==> src/rtl/axi_arb_pkg.sv <==
// Shared types and defaults for the AW/W many-to-one arbiter.
// Build option AXI_ARB_AW_ROUND_ROBIN_EN is consumed by axi_arbiter_mtos_aw.
package axi_arb_pkg;

    localparam int unsigned NumDefault   = 3;
    localparam int unsigned DepthDefault = 4;

    typedef enum logic {
        StRun,
        StHold
    } aw_state_e;

endpackage

==> src/rtl/axi_arbiter_mtos_aw_if.sv <==
// Arbitration request/grant bundle between NUM+1 AXI masters and one slave port.
// The master modport drives requests; the slave modport is the arbiter.
interface axi_arbiter_mtos_aw_if
    import axi_arb_pkg::*;
#(
    parameter int unsigned NUM = NumDefault
);

    logic [NUM:0] AWSELECT;
    logic [NUM:0] AWVALID;
    logic         AWREADY;
    logic [NUM:0] AWGRANT;
    logic [NUM:0] WVALID;
    logic [NUM:0] WLAST;
    logic         WREADY;
    logic [NUM:0] WGRANT;

    modport master (
        output AWSELECT, AWVALID, AWREADY, WVALID, WLAST, WREADY,
        input  AWGRANT, WGRANT
    );

    modport slave (
        input  AWSELECT, AWVALID, AWREADY, WVALID, WLAST, WREADY,
        output AWGRANT, WGRANT
    );

endinterface

==> src/rtl/axi_arb_order_fifo.sv <==
// Order FIFO of granted master indices: one entry per AW accepted, retired on the
// final W beat. Synchronous active-high reset.
module axi_arb_order_fifo #(
    parameter int unsigned IdxW  = 2,
    parameter int unsigned Depth = 4
) (
    input  logic            clk_i,
    input  logic            rst_i,
    input  logic            push_i,
    input  logic            pop_i,
    input  logic [IdxW-1:0] idx_i,
    output logic [IdxW-1:0] idx_o,
    output logic            full_o,
    output logic            empty_o
);

    localparam int unsigned PtrW = (Depth > 1) ? $clog2(Depth) : 1;
    localparam int unsigned CntW = $clog2(Depth) + 1;

    logic [IdxW-1:0] mem_q [Depth];
    logic [PtrW-1:0] wr_ptr_q, wr_ptr_d;
    logic [PtrW-1:0] rd_ptr_q, rd_ptr_d;
    logic [CntW-1:0] cnt_q, cnt_d;
    logic            do_push, do_pop;

    function automatic logic [PtrW-1:0] ptr_inc(input logic [PtrW-1:0] p);
        return (p == PtrW'(Depth - 1)) ? '0 : p + PtrW'(1);
    endfunction

    assign full_o  = (cnt_q == CntW'(Depth));
    assign empty_o = (cnt_q == '0);
    assign idx_o   = mem_q[rd_ptr_q];
    assign do_push = push_i & ~full_o;
    assign do_pop  = pop_i & ~empty_o;

    always_comb begin
        wr_ptr_d = do_push ? ptr_inc(wr_ptr_q) : wr_ptr_q;
        rd_ptr_d = do_pop ? ptr_inc(rd_ptr_q) : rd_ptr_q;
        cnt_d    = cnt_q;
        unique case ({do_push, do_pop})
            2'b10:   cnt_d = cnt_q + CntW'(1);
            2'b01:   cnt_d = cnt_q - CntW'(1);
            default: cnt_d = cnt_q;
        endcase
    end

    always_ff @(posedge clk_i) begin
        if (rst_i) begin
            wr_ptr_q <= '0;
            rd_ptr_q <= '0;
            cnt_q    <= '0;
        end else begin
            wr_ptr_q <= wr_ptr_d;
            rd_ptr_q <= rd_ptr_d;
            cnt_q    <= cnt_d;
        end
    end

    // Storage needs no reset: entries are only read while counted.
    always_ff @(posedge clk_i) begin
        if (do_push) mem_q[wr_ptr_q] <= idx_i;
    end

endmodule

==> src/rtl/axi_arbiter_mtos_aw.sv <==
// Many-to-one AW arbiter with W routing in AW acceptance order.
// Define AXI_ARB_AW_ROUND_ROBIN_EN for round-robin pick; default is fixed priority.
module axi_arbiter_mtos_aw
    import axi_arb_pkg::*;
#(
    parameter int unsigned NUM   = NumDefault,
    parameter int unsigned DEPTH = DepthDefault
) (
    input logic                  ACLK,
    input logic                  ARESET,
    axi_arbiter_mtos_aw_if.slave bus
);

    localparam int unsigned N    = NUM + 1;
    localparam int unsigned IdxW = (N > 1) ? $clog2(N) : 1;

    aw_state_e       state_q, state_d;
    logic [NUM:0]    gnt_q, gnt_d;
    logic [NUM:0]    aw_req, pick_oh, aw_grant, w_grant;
    logic            pick_vld, aw_hs, w_last_beat;
    logic [IdxW-1:0] aw_idx, head_idx;
    logic            fifo_full, fifo_empty;

    assign aw_req = bus.AWSELECT & bus.AWVALID;

`ifdef AXI_ARB_AW_ROUND_ROBIN_EN
    logic [IdxW-1:0] ptr_q, ptr_d;
    int unsigned     rr_k;

    always_comb begin
        pick_oh  = '0;
        pick_vld = 1'b0;
        rr_k     = 0;
        for (int unsigned i = 0; i < N; i++) begin
            rr_k = 32'(ptr_q) + i;
            if (rr_k >= N) rr_k = rr_k - N;
            if (!pick_vld && aw_req[rr_k]) begin
                pick_vld       = 1'b1;
                pick_oh[rr_k]  = 1'b1;
            end
        end
    end

    assign ptr_d = !aw_hs ? ptr_q : (aw_idx == IdxW'(NUM)) ? '0 : aw_idx + IdxW'(1);

    always_ff @(posedge ACLK) begin
        if (ARESET) ptr_q <= '0;
        else        ptr_q <= ptr_d;
    end
`else
    always_comb begin
        pick_oh  = '0;
        pick_vld = 1'b0;
        for (int unsigned i = 0; i < N; i++) begin
            if (!pick_vld && aw_req[i]) begin
                pick_vld   = 1'b1;
                pick_oh[i] = 1'b1;
            end
        end
    end
`endif

    always_comb begin
        state_d  = state_q;
        gnt_d    = gnt_q;
        aw_grant = '0;
        unique case (state_q)
            StRun: begin
                // Full is the registered count, so a same-cycle pop cannot unblock.
                if (pick_vld && !fifo_full) aw_grant = pick_oh;
            end
            StHold: aw_grant = gnt_q;
            default: aw_grant = '0;
        endcase
        if (ARESET) aw_grant = '0;
        aw_hs = |(aw_grant & bus.AWVALID) & bus.AWREADY;
        if (state_q == StRun && |aw_grant && !aw_hs) begin
            state_d = StHold;
            gnt_d   = aw_grant;
        end else if (state_q == StHold && aw_hs) begin
            state_d = StRun;
            gnt_d   = '0;
        end
    end

    always_comb begin
        aw_idx = '0;
        for (int unsigned i = 0; i < N; i++) begin
            if (aw_grant[i]) aw_idx = IdxW'(i);
        end
    end

    always_ff @(posedge ACLK) begin
        if (ARESET) begin
            state_q <= StRun;
            gnt_q   <= '0;
        end else begin
            state_q <= state_d;
            gnt_q   <= gnt_d;
        end
    end

    always_comb begin
        w_grant = '0;
        if (!fifo_empty && !ARESET) w_grant[head_idx] = 1'b1;
    end

    assign w_last_beat = |(w_grant & bus.WVALID) & bus.WREADY & |(w_grant & bus.WLAST);

    axi_arb_order_fifo #(
        .IdxW  (IdxW),
        .Depth (DEPTH)
    ) u_order_fifo (
        .clk_i   (ACLK),
        .rst_i   (ARESET),
        .push_i  (aw_hs),
        .pop_i   (w_last_beat),
        .idx_i   (aw_idx),
        .idx_o   (head_idx),
        .full_o  (fifo_full),
        .empty_o (fifo_empty)
    );

    assign bus.AWGRANT = aw_grant;
    assign bus.WGRANT  = w_grant;

endmodule

==> src/flat_wrapper.sv <==
// flat-port wrapper written by rule: the top's interface ports become plain ports
module axi_arbiter_mtos_aw_flat import axi_arb_pkg::*;
#(
    parameter int unsigned NUM   = NumDefault,
    parameter int unsigned DEPTH = DepthDefault
)
  (ACLK, ARESET, bus_AWSELECT, bus_AWVALID, bus_AWREADY, bus_WVALID, bus_WLAST, bus_WREADY, bus_AWGRANT, bus_WGRANT);
  axi_arbiter_mtos_aw_if #(.NUM(NUM)) bus_i ();
  input logic ACLK;
  input logic ARESET;
  input wire logic [$bits(bus_i.AWSELECT)-1:0] bus_AWSELECT;
  input wire logic [$bits(bus_i.AWVALID)-1:0] bus_AWVALID;
  input wire logic [$bits(bus_i.AWREADY)-1:0] bus_AWREADY;
  input wire logic [$bits(bus_i.WVALID)-1:0] bus_WVALID;
  input wire logic [$bits(bus_i.WLAST)-1:0] bus_WLAST;
  input wire logic [$bits(bus_i.WREADY)-1:0] bus_WREADY;
  output wire logic [$bits(bus_i.AWGRANT)-1:0] bus_AWGRANT;
  output wire logic [$bits(bus_i.WGRANT)-1:0] bus_WGRANT;
  assign bus_i.AWSELECT = bus_AWSELECT;
  assign bus_i.AWVALID = bus_AWVALID;
  assign bus_i.AWREADY = bus_AWREADY;
  assign bus_i.WVALID = bus_WVALID;
  assign bus_i.WLAST = bus_WLAST;
  assign bus_i.WREADY = bus_WREADY;
  assign bus_AWGRANT = bus_i.AWGRANT;
  assign bus_WGRANT = bus_i.WGRANT;
  axi_arbiter_mtos_aw #(.NUM(NUM), .DEPTH(DEPTH)) u_core (.ACLK(ACLK), .ARESET(ARESET), .bus(bus_i));
endmodule
==> config.mk <==
export PLATFORM = sky130hd
export DESIGN_NAME = axi_arbiter_mtos_aw_flat
export DESIGN_NICKNAME = d
export VERILOG_FILES = /design/src/rtl/axi_arb_pkg.sv /design/src/rtl/axi_arbiter_mtos_aw_if.sv /design/src/rtl/axi_arb_order_fifo.sv /design/src/rtl/axi_arbiter_mtos_aw.sv /design/src/flat_wrapper.sv
export SDC_FILE = /design/constraint.sdc
export NUM_CORES = 1
export LEC_CHECK = 0
export CAP_MARGIN = 10
export CORE_MARGIN = 4
export CORE_UTILIZATION = 50
export CTS_BUF_LIST = sky130_fd_sc_hd__clkbuf_4
export CTS_CLUSTER_DIAMETER = 100
export DETAILED_ROUTE_END_ITERATION = 12
export PLACE_DENSITY = 0.85
export SLEW_MARGIN = 20
export SYNTH_ARGS = -nofsm -noshare
export SYNTH_HDL_FRONTEND = slang
export SYNTH_SLANG_ARGS = --single-unit
export TNS_END_PERCENT = 1
==> constraint.sdc <==
create_clock -name ACLK -period 4.25 [get_ports ACLK]
set_clock_uncertainty 0.2 [all_clocks]
set_input_delay 0.85 -clock ACLK [delete_from_list [all_inputs] [get_ports ACLK]]
set_output_delay 0.85 -clock ACLK [all_outputs]
set_load 0.05 [all_outputs]
Word level (Yosys, flattened, before mapping) --
Memory sizes are Yosys's and may differ from the RTL's. A register that Yosys moved wholly into a read port is not among the register bits. Cells that the tools add are included.
Word-level totals: output and inout bits 8, memories 1, logic and storage cells 79, bits in writable memories 8, input port bits 20, register bits after elaboration 12
Memories:
- u_core.u_order_fifo.mem_q | words 4, width 2, read ports 1, clocked after Yosys merged registers in 1, wr ports 1, RTL line axi_arb_order_fifo.sv:20 | logic [IdxW-1:0] mem_q [Depth];
Cells by class: order comparisons 2, add/sub/neg operators 4, bitwise gates (word level) 12, reduce and logical (&&, ||, !) cells 23, mux-type cells 27, eq/ne operators 5
Operator list (count):
- $mux 4 | 5
- $and 4x4->4 | 4
- $reduce_or 4->1 | 4
- $mux 1 | 13
- $mux 2 | 6
- $logic_and 1x1->1 | 9
- $pmux 4 s2 | 1
- $logic_not 1->1 | 7
- $eq 2x2->1 const B | 3
- $pmux 3 s2 | 1
- $and 1x1->1 | 5
- $add 2x1->2 const B | 2
- $reduce_bool 2->1 | 2
- $add 3x1->3 const B | 1
- $eq 3x3->1 const B | 1
- $logic_not 3->1 | 1
- $lt 2x3->1 const B | 1
- $not 1->1 | 3
- $sub 3x1->3 const B | 1
- $demux 1 s2 | 1
- $eq 2x1->1 const B | 1
- $ge 2x1->1 const B | 1

Depth between registers and ports, before layout --
Gate-level depths: netlist of the first run.
depth after elaboration 21, depth in mapped cells 12, gate-level depth less buffers 12

Hierarchy --
Synthesis of the first run repeated with hierarchy kept, for this count alone.
Unflattened totals: cell total of the unflattened synthesis 122, area total of the unflattened synthesis 1267.5 um^2
By module, submodules not included:
- axi_arb_order_fifo | cells each 62, times used 1, seq. area each 420.4 um^2, area an instance 794.5 um^2
- axi_arbiter_mtos_aw | cells each 60, times used 1, seq. area each 100.1 um^2, area an instance 473.0 um^2

Worst setup path after synthesis of the first run --
No wires, ideal clock.
path type input -> output, from in bus_AWSELECT[0], to out bus_AWGRANT[1], arrival 2907 ps, buffers on the path 0, stages 2, slack 293 ps, required time 3200 ps, path through a21o_1 -> o41ai_1
On the way: cells in the longest elaborated chain, start to end 15, elaborated cells on any way between the ends 16, those cells by class mux: 8; bitwise: 1; reduce/logical: 7
RTL lines:
- from (decl) | RTL line flat_wrapper.sv:11 | input wire logic [$bits(bus_i.AWSELECT)-1:0] bus_AWSELECT;
- $and 4x4->4 * | RTL line axi_arbiter_mtos_aw.sv:24 | assign aw_req = bus.AWSELECT & bus.AWVALID;
- $mux 1 * | RTL line axi_arbiter_mtos_aw.sv:55 | if (!pick_vld && aw_req[i]) begin
- $logic_not 1->1 | RTL line axi_arbiter_mtos_aw.sv:55
- $logic_and 1x1->1 | RTL line axi_arbiter_mtos_aw.sv:55
- $mux 1 | RTL line axi_arbiter_mtos_aw.sv:55
- $logic_not 1->1 | RTL line axi_arbiter_mtos_aw.sv:55
- $logic_and 1x1->1 | RTL line axi_arbiter_mtos_aw.sv:55
- $mux 1 | RTL line axi_arbiter_mtos_aw.sv:55
- $logic_not 1->1 | RTL line axi_arbiter_mtos_aw.sv:55
- $logic_and 1x1->1 | RTL line axi_arbiter_mtos_aw.sv:55
- $mux 1 | RTL line axi_arbiter_mtos_aw.sv:55
- $logic_and 1x1->1 | RTL line axi_arbiter_mtos_aw.sv:70 | if (pick_vld && !fifo_full) aw_grant = pick_oh;
- $mux 4 * | RTL line axi_arbiter_mtos_aw.sv:70
- $pmux 4 s2 * | RTL line axi_arbiter_mtos_aw.sv:67 | unique case (state_q)
- $mux 4 * | RTL line axi_arbiter_mtos_aw.sv:75 | if (ARESET) aw_grant = '0;
- to (decl) | RTL line flat_wrapper.sv:17 | output wire logic [$bits(bus_i.AWGRANT)-1:0] bus_AWGRANT;
Mark *: on every way between the ends. The rest lies on a longest branch, timed or not.

Final worst setup path of the first run --
from in bus_AWVALID[2], to reg u_core.u_order_fifo.cnt_q[2]
On the way: cells in the longest elaborated chain, start to end 16, elaborated cells on any way between the ends 20, those cells by class eq/ne: 2; mux: 8; bitwise: 4; reduce/logical: 6
RTL lines:
- from (decl) | RTL line flat_wrapper.sv:12 | input wire logic [$bits(bus_i.AWVALID)-1:0] bus_AWVALID;
- $and 4x4->4 | RTL line axi_arbiter_mtos_aw.sv:24
- $logic_and 1x1->1 | RTL line axi_arbiter_mtos_aw.sv:55
- $mux 1 | RTL line axi_arbiter_mtos_aw.sv:55
- $logic_not 1->1 | RTL line axi_arbiter_mtos_aw.sv:55
- $logic_and 1x1->1 | RTL line axi_arbiter_mtos_aw.sv:55
- $mux 1 | RTL line axi_arbiter_mtos_aw.sv:55
- $logic_and 1x1->1 | RTL line axi_arbiter_mtos_aw.sv:70
- $mux 4 | RTL line axi_arbiter_mtos_aw.sv:70
- $pmux 4 s2 | RTL line axi_arbiter_mtos_aw.sv:67
- $mux 4 | RTL line axi_arbiter_mtos_aw.sv:75
- $and 4x4->4 * | RTL line axi_arbiter_mtos_aw.sv:76 | aw_hs = |(aw_grant & bus.AWVALID) & bus.AWREADY;
- $reduce_or 4->1 * | RTL line axi_arbiter_mtos_aw.sv:76
- $and 1x1->1 * | RTL line axi_arbiter_mtos_aw.sv:76
- $and 1x1->1 * | RTL line axi_arb_order_fifo.sv:33 | assign do_push = push_i & ~full_o;
- $eq 2x1->1 or $eq 2x2->1 (tied branches) | RTL line axi_arb_order_fifo.sv:40 | unique case ({do_push, do_pop})
- $pmux 3 s2 or $reduce_bool 2->1 (tied branches)
- to (signal assigned) | RTL line axi_arb_order_fifo.sv:55 | cnt_q <= cnt_d;
- to (decl) | RTL line axi_arb_order_fifo.sv:23 | logic [CntW-1:0] cnt_q, cnt_d;
Marks and branches as above. A chain may end at the register's enable or synchronous reset.

==> results of run 1 <==
## how the worst max path moves through the flow
stage,start,end,slack [ps],cells after the start
2_1_floorplan,bus_AWSELECT[0],bus_AWGRANT[1],290,2
5_1_grt,bus_AWVALID[2],u_core.u_order_fifo.cnt_q[2],160,13
4_1_cts,bus_AWVALID[2],u_core.u_order_fifo.cnt_q[2],400,13
3_3_place_gp,bus_AWVALID[2],u_core.u_order_fifo.cnt_q[2],200,13
6_report,bus_AWVALID[2],u_core.u_order_fifo.cnt_q[2],360,13
3_5_place_dp,bus_AWVALID[2],u_core.u_order_fifo.cnt_q[2],100,13
## synthesized netlist by cell type (2+ instances only)
| master | count |
|---|---|
| sky130_fd_sc_hd__clkbuf_1 | 2 |
| sky130_fd_sc_hd__a31oi_1 | 3 |
| sky130_fd_sc_hd__inv_1 | 8 |
| sky130_fd_sc_hd__a32o_1 | 3 |
| sky130_fd_sc_hd__o31ai_1 | 2 |
| sky130_fd_sc_hd__xor2_1 | 2 |
| sky130_fd_sc_hd__ha_1 | 6 |
| sky130_fd_sc_hd__o21ai_0 | 2 |
| sky130_fd_sc_hd__a21oi_1 | 5 |
| sky130_fd_sc_hd__nor3_1 | 3 |
| sky130_fd_sc_hd__mux4_2 | 2 |
| sky130_fd_sc_hd__and3_1 | 3 |
| sky130_fd_sc_hd__mux2i_1 | 2 |
| sky130_fd_sc_hd__nand3b_1 | 2 |
| sky130_fd_sc_hd__dfxtp_1 | 14 |
| sky130_fd_sc_hd__nand2_1 | 13 |
| sky130_fd_sc_hd__nor2b_1 | 2 |
| sky130_fd_sc_hd__and2_2 | 5 |
| sky130_fd_sc_hd__and2_1 | 2 |
| sky130_fd_sc_hd__nor2_1 | 16 |
| sky130_fd_sc_hd__edfxtp_1 | 8 |
## report_power, final
part           internal [mW]  switching [mW]  leakage [nW]  total, mW
combinational         0.0566          0.0630         0.418      0.120
sequential             0.231          0.0143         0.188      0.245
clock                 0.0954          0.0659        0.0279      0.161
total                  0.383           0.143         0.633      0.526
## cell families (layout without fill, tap and decap cells)
| logic type | Yosys count | count (layout) | synth area share |
|---|---|---|---|
| simple gates | 55 | 55 | 0.234 |
| compound gates | 28 | 28 | 0.181 |
| flops | 22 | 22 | 0.401 |
| buf+inv | 11 | 42 | 0.0347 |
| fa+ha+maj | 7 | 7 | 0.0733 |
| mux | 5 | 5 | 0.0617 |
| xor+xnor | 2 | 2 | 0.0135 |
## state kept, by name, indices dropped and copies added, names as in the netlist, named ones only
| name | flops |
|---|---|
| u_core.u_order_fifo.mem_q | 8 |
| u_core.gnt_q | 4 |
| u_core.u_order_fifo.cnt_q | 3 |
| u_core.u_order_fifo.rd_ptr_q | 2 |
| u_core.u_order_fifo.wr_ptr_q | 2 |
| u_core.state_q | 1 |
## routing by layer
layer,GRT usage,wire length (um),vias to the layer above
met1,0.222,1140,527
li1,-,-,546
met4,0.110,87,0
met2,0.306,1410,57
met5,0,0,-
met3,0.0285,239,16
## worst max-delay path, stage by stage
cell and delay [ps]:
sky130_fd_sc_hd__clkdlybuf4s50_1 500, sky130_fd_sc_hd__nand2_1 90, sky130_fd_sc_hd__and3_1 200, sky130_fd_sc_hd__a311o_1 400, sky130_fd_sc_hd__a311oi_4 460, sky130_fd_sc_hd__nor2_2 140
sky130_fd_sc_hd__inv_1 90, sky130_fd_sc_hd__ha_1 170, sky130_fd_sc_hd__inv_1 60, sky130_fd_sc_hd__fa_1 370, sky130_fd_sc_hd__xor2_1 160, sky130_fd_sc_hd__or3_1 310
sky130_fd_sc_hd__a21oi_1 150
## through the flow
stage / hold slack, ps / total power [mW] / cells / setup WS [ps] / cell area (um^2)
3_5_place_dp: 283 / 0.368 / 187 / 99.8 / 1610
4_1_cts: 313 / 0.529 / 191 / 396 / 1660
5_1_grt: 351 / 0.551 / 191 / 165 / 1660
3_3_place_gp: 272 / 0.362 / 187 / 203 / 1610
6_report: 315 / 0.526 / 191 / 363 / 1660
2_1_floorplan: 264 / 0.323 / 130 / 293 / 1300
## final cells by class
cell class                      instances  area, um^2
Fill cell                             191         815
Multi-Input combinational cell         97         732
Sequential cell                        22         520
Timing Repair Buffer                   30         290
Tap cell                               30        37.5
Clock inverter                          1        30.0
Inverter                                8        30.0
Clock buffer                            3        22.5
==> results.md, run 1 <==
Clocking:
- TritonCTS built the clock tree.
- The clock network latency to the later pin of the worst-skew pair is between 300 and 400 ps.
- The clock buffer count from CTS is 3.
- The maximum root-to-sink buffer count is 2.
- The buffers inserted during post-CTS setup optimization is 0.
- In this run the number of H-tree levels came out at 1.
- After clock tree synthesis, the flow added hold-fix buffers numbering 0.
- The root buffer cell chosen for the clock tree is sky130_fd_sc_hd__clkbuf_4.
- For this design, the sink count on the clock tree is 22.
- The clock-pin slew on the worst setup and hold paths is 130 ps.
- The number of gates resized after CTS was 0.

Hold path:
- The tightest min-delay check is of the reg2reg type.
- The worst hold path terminates at u_core.gnt_q[2].
- The depth of the worst hold-timing path is 1.
- In this run the most critical hold path is launched from u_core.gnt_q[2].

Worst setup path:
- The setup slack of the worst register-to-register path is ~750 ps.
- STA classifies the critical path startpoint as a primary input.
- At the worst endpoint, the arrival time is 3950 ps.
- The cell depth of the worst flop-to-flop path is 12.
- The worst endpoint required time is 4310 ps.
- The destination of the worst register-to-register timing path is u_core.u_order_fifo.cnt_q[2].
- The highest fanout seen on the critical path is 7.
- In this run the critical register-to-register path is launched from u_core.u_order_fifo.cnt_q[2].
- The path type of the worst setup path is in2reg.
- The kind of end point of the critical path is a flop.

Logic synthesis:
- The share of synthesized area in the top cell type comes to 0.216.
- The number of synthesis warnings is 0.
- The number of flops mapped to enable cells by yosys is 8.
- The leading register cell type out of synthesis is sky130_fd_sc_hd__dfxtp_1.
- The cell area after synthesis is 1300 um^2.
- The mean area per synthesized cell is 9.98 um^2.
- The number of distinct standard cells referenced by the synthesized netlist is 46.
- After synthesis, the share of flip-flops with an asynchronous set or reset is 0.
- For this run, the register share of the synthesized area comes to 0.401.
- The synthesized net count is 157.
- The leading area contributor after synthesis is sky130_fd_sc_hd__dfxtp_1.
- In the synthesized netlist, the number of instances is 130.
- Yosys attributes the largest share of cell area to sky130_fd_sc_hd__dfxtp_1 22%, sky130_fd_sc_hd__edfxtp_1 19%, sky130_fd_sc_hd__ha_1 5.8%.
- The post-synthesis sequential element count is 22.

Status:
- The run finished with clean final reports.

Floorplanning:
- The die is 58.9 um tall.
- The row count is 18.
- The initial core utilization is 0.524.
- The x dimension of the die is 58.9 um.
- In this run the standard cell core region covers 2480 um^2.
- The overall die area is roughly 3500 um^2.
- 28 I/O pins were placed.

Finish:
- The core utilization of the finished layout is 0.671.
- The fraction of layout instances using a drive strength above 1 is 0.174.
- From synthesis to final layout, the design area changed by 28.2%.
- The library cell used most frequently in the layout, excluding fill and tap cells, is sky130_fd_sc_hd__clkdlybuf4s50_1.
- The number of antenna diodes is 0.
- The net count of the finished layout is ~190.
- In the layout the commonest cells are 21 x sky130_fd_sc_hd__clkdlybuf4s50_1, 16 x sky130_fd_sc_hd__nor2_1, 14 x sky130_fd_sc_hd__dfxtp_1, 13 x sky130_fd_sc_hd__nand2_1.

Job:
- Across the run, the number of max-cap violations was 0.

STA:
- The worst-case headroom to the max-slew limit is 0.668.
- The timing-limited maximum frequency is 257 MHz.
- The final hold violation count is 0.
- The minimum clock period after layout is 3890 ps.
- Setup violations remaining at the end of the flow were counted as 0.
- At the pin with the least slew margin, the transition time is 496 ps.
- The total count of max-transition violations in the final report is 0.
- Setup repair after global routing left no endpoint under its margin.
- Of the available clock period, the critical path in the final layout requires 0.915.
- The setup TNS after final layout is 0 ps.

Global routing:
- The number of global-route vias before repair is 1129.
- The initial antenna violation count was 0.
- The all-layer global routing usage is 0.184.
- The first global-routing pass estimated 4850 um of wire.
- The remaining global-route overflow is 0.
- The largest net degree at the start of global routing is 16.

Drt:
- The total number of vias is 1146.
- Summed over all layers, the routed wires come to roughly 2900 um.
- In the routed design, unresolved DRC markers number 0.
- The remaining number of nets flagged by the antenna check after routing is 0.
- After detailed routing, the average wire length per cell comes to roughly 15 um.
- After the first detailed-routing iteration, the DRC count stood at 76.
- Using the TritonRoute via totals, the vias-per-cell ratio works out to 6.00.
- The first detailed-routing pass ran for 4 iterations.

Pwr:
- For this design the ratio of total power to cell area is 317 nW/um^2.
- The leakage power is ~0.63 nW.
- The worst-case IR drop observed on VDD is 0.243 mV.

Placed design:
- At the end of routability-driven placement, the weighted congestion stood at 0.844.
- Port buffering added 27 buffers.
- The half-perimeter wire length of the detailed placement result is 2220 um.
Power figures use the tool's default switching activity.
==> run 2, diff against run 1 <==
- SKIP_LAST_GASP: unset -> 1
==> results of run 2 <==
The final DEF is identical to that of run 1; final timing and power are the same.
==> run 3, diff against run 2 <==
- SKIP_LAST_GASP: 1 -> unset
==> results of run 3 <==
The final DEF is identical to that of run 1; final timing and power are the same.
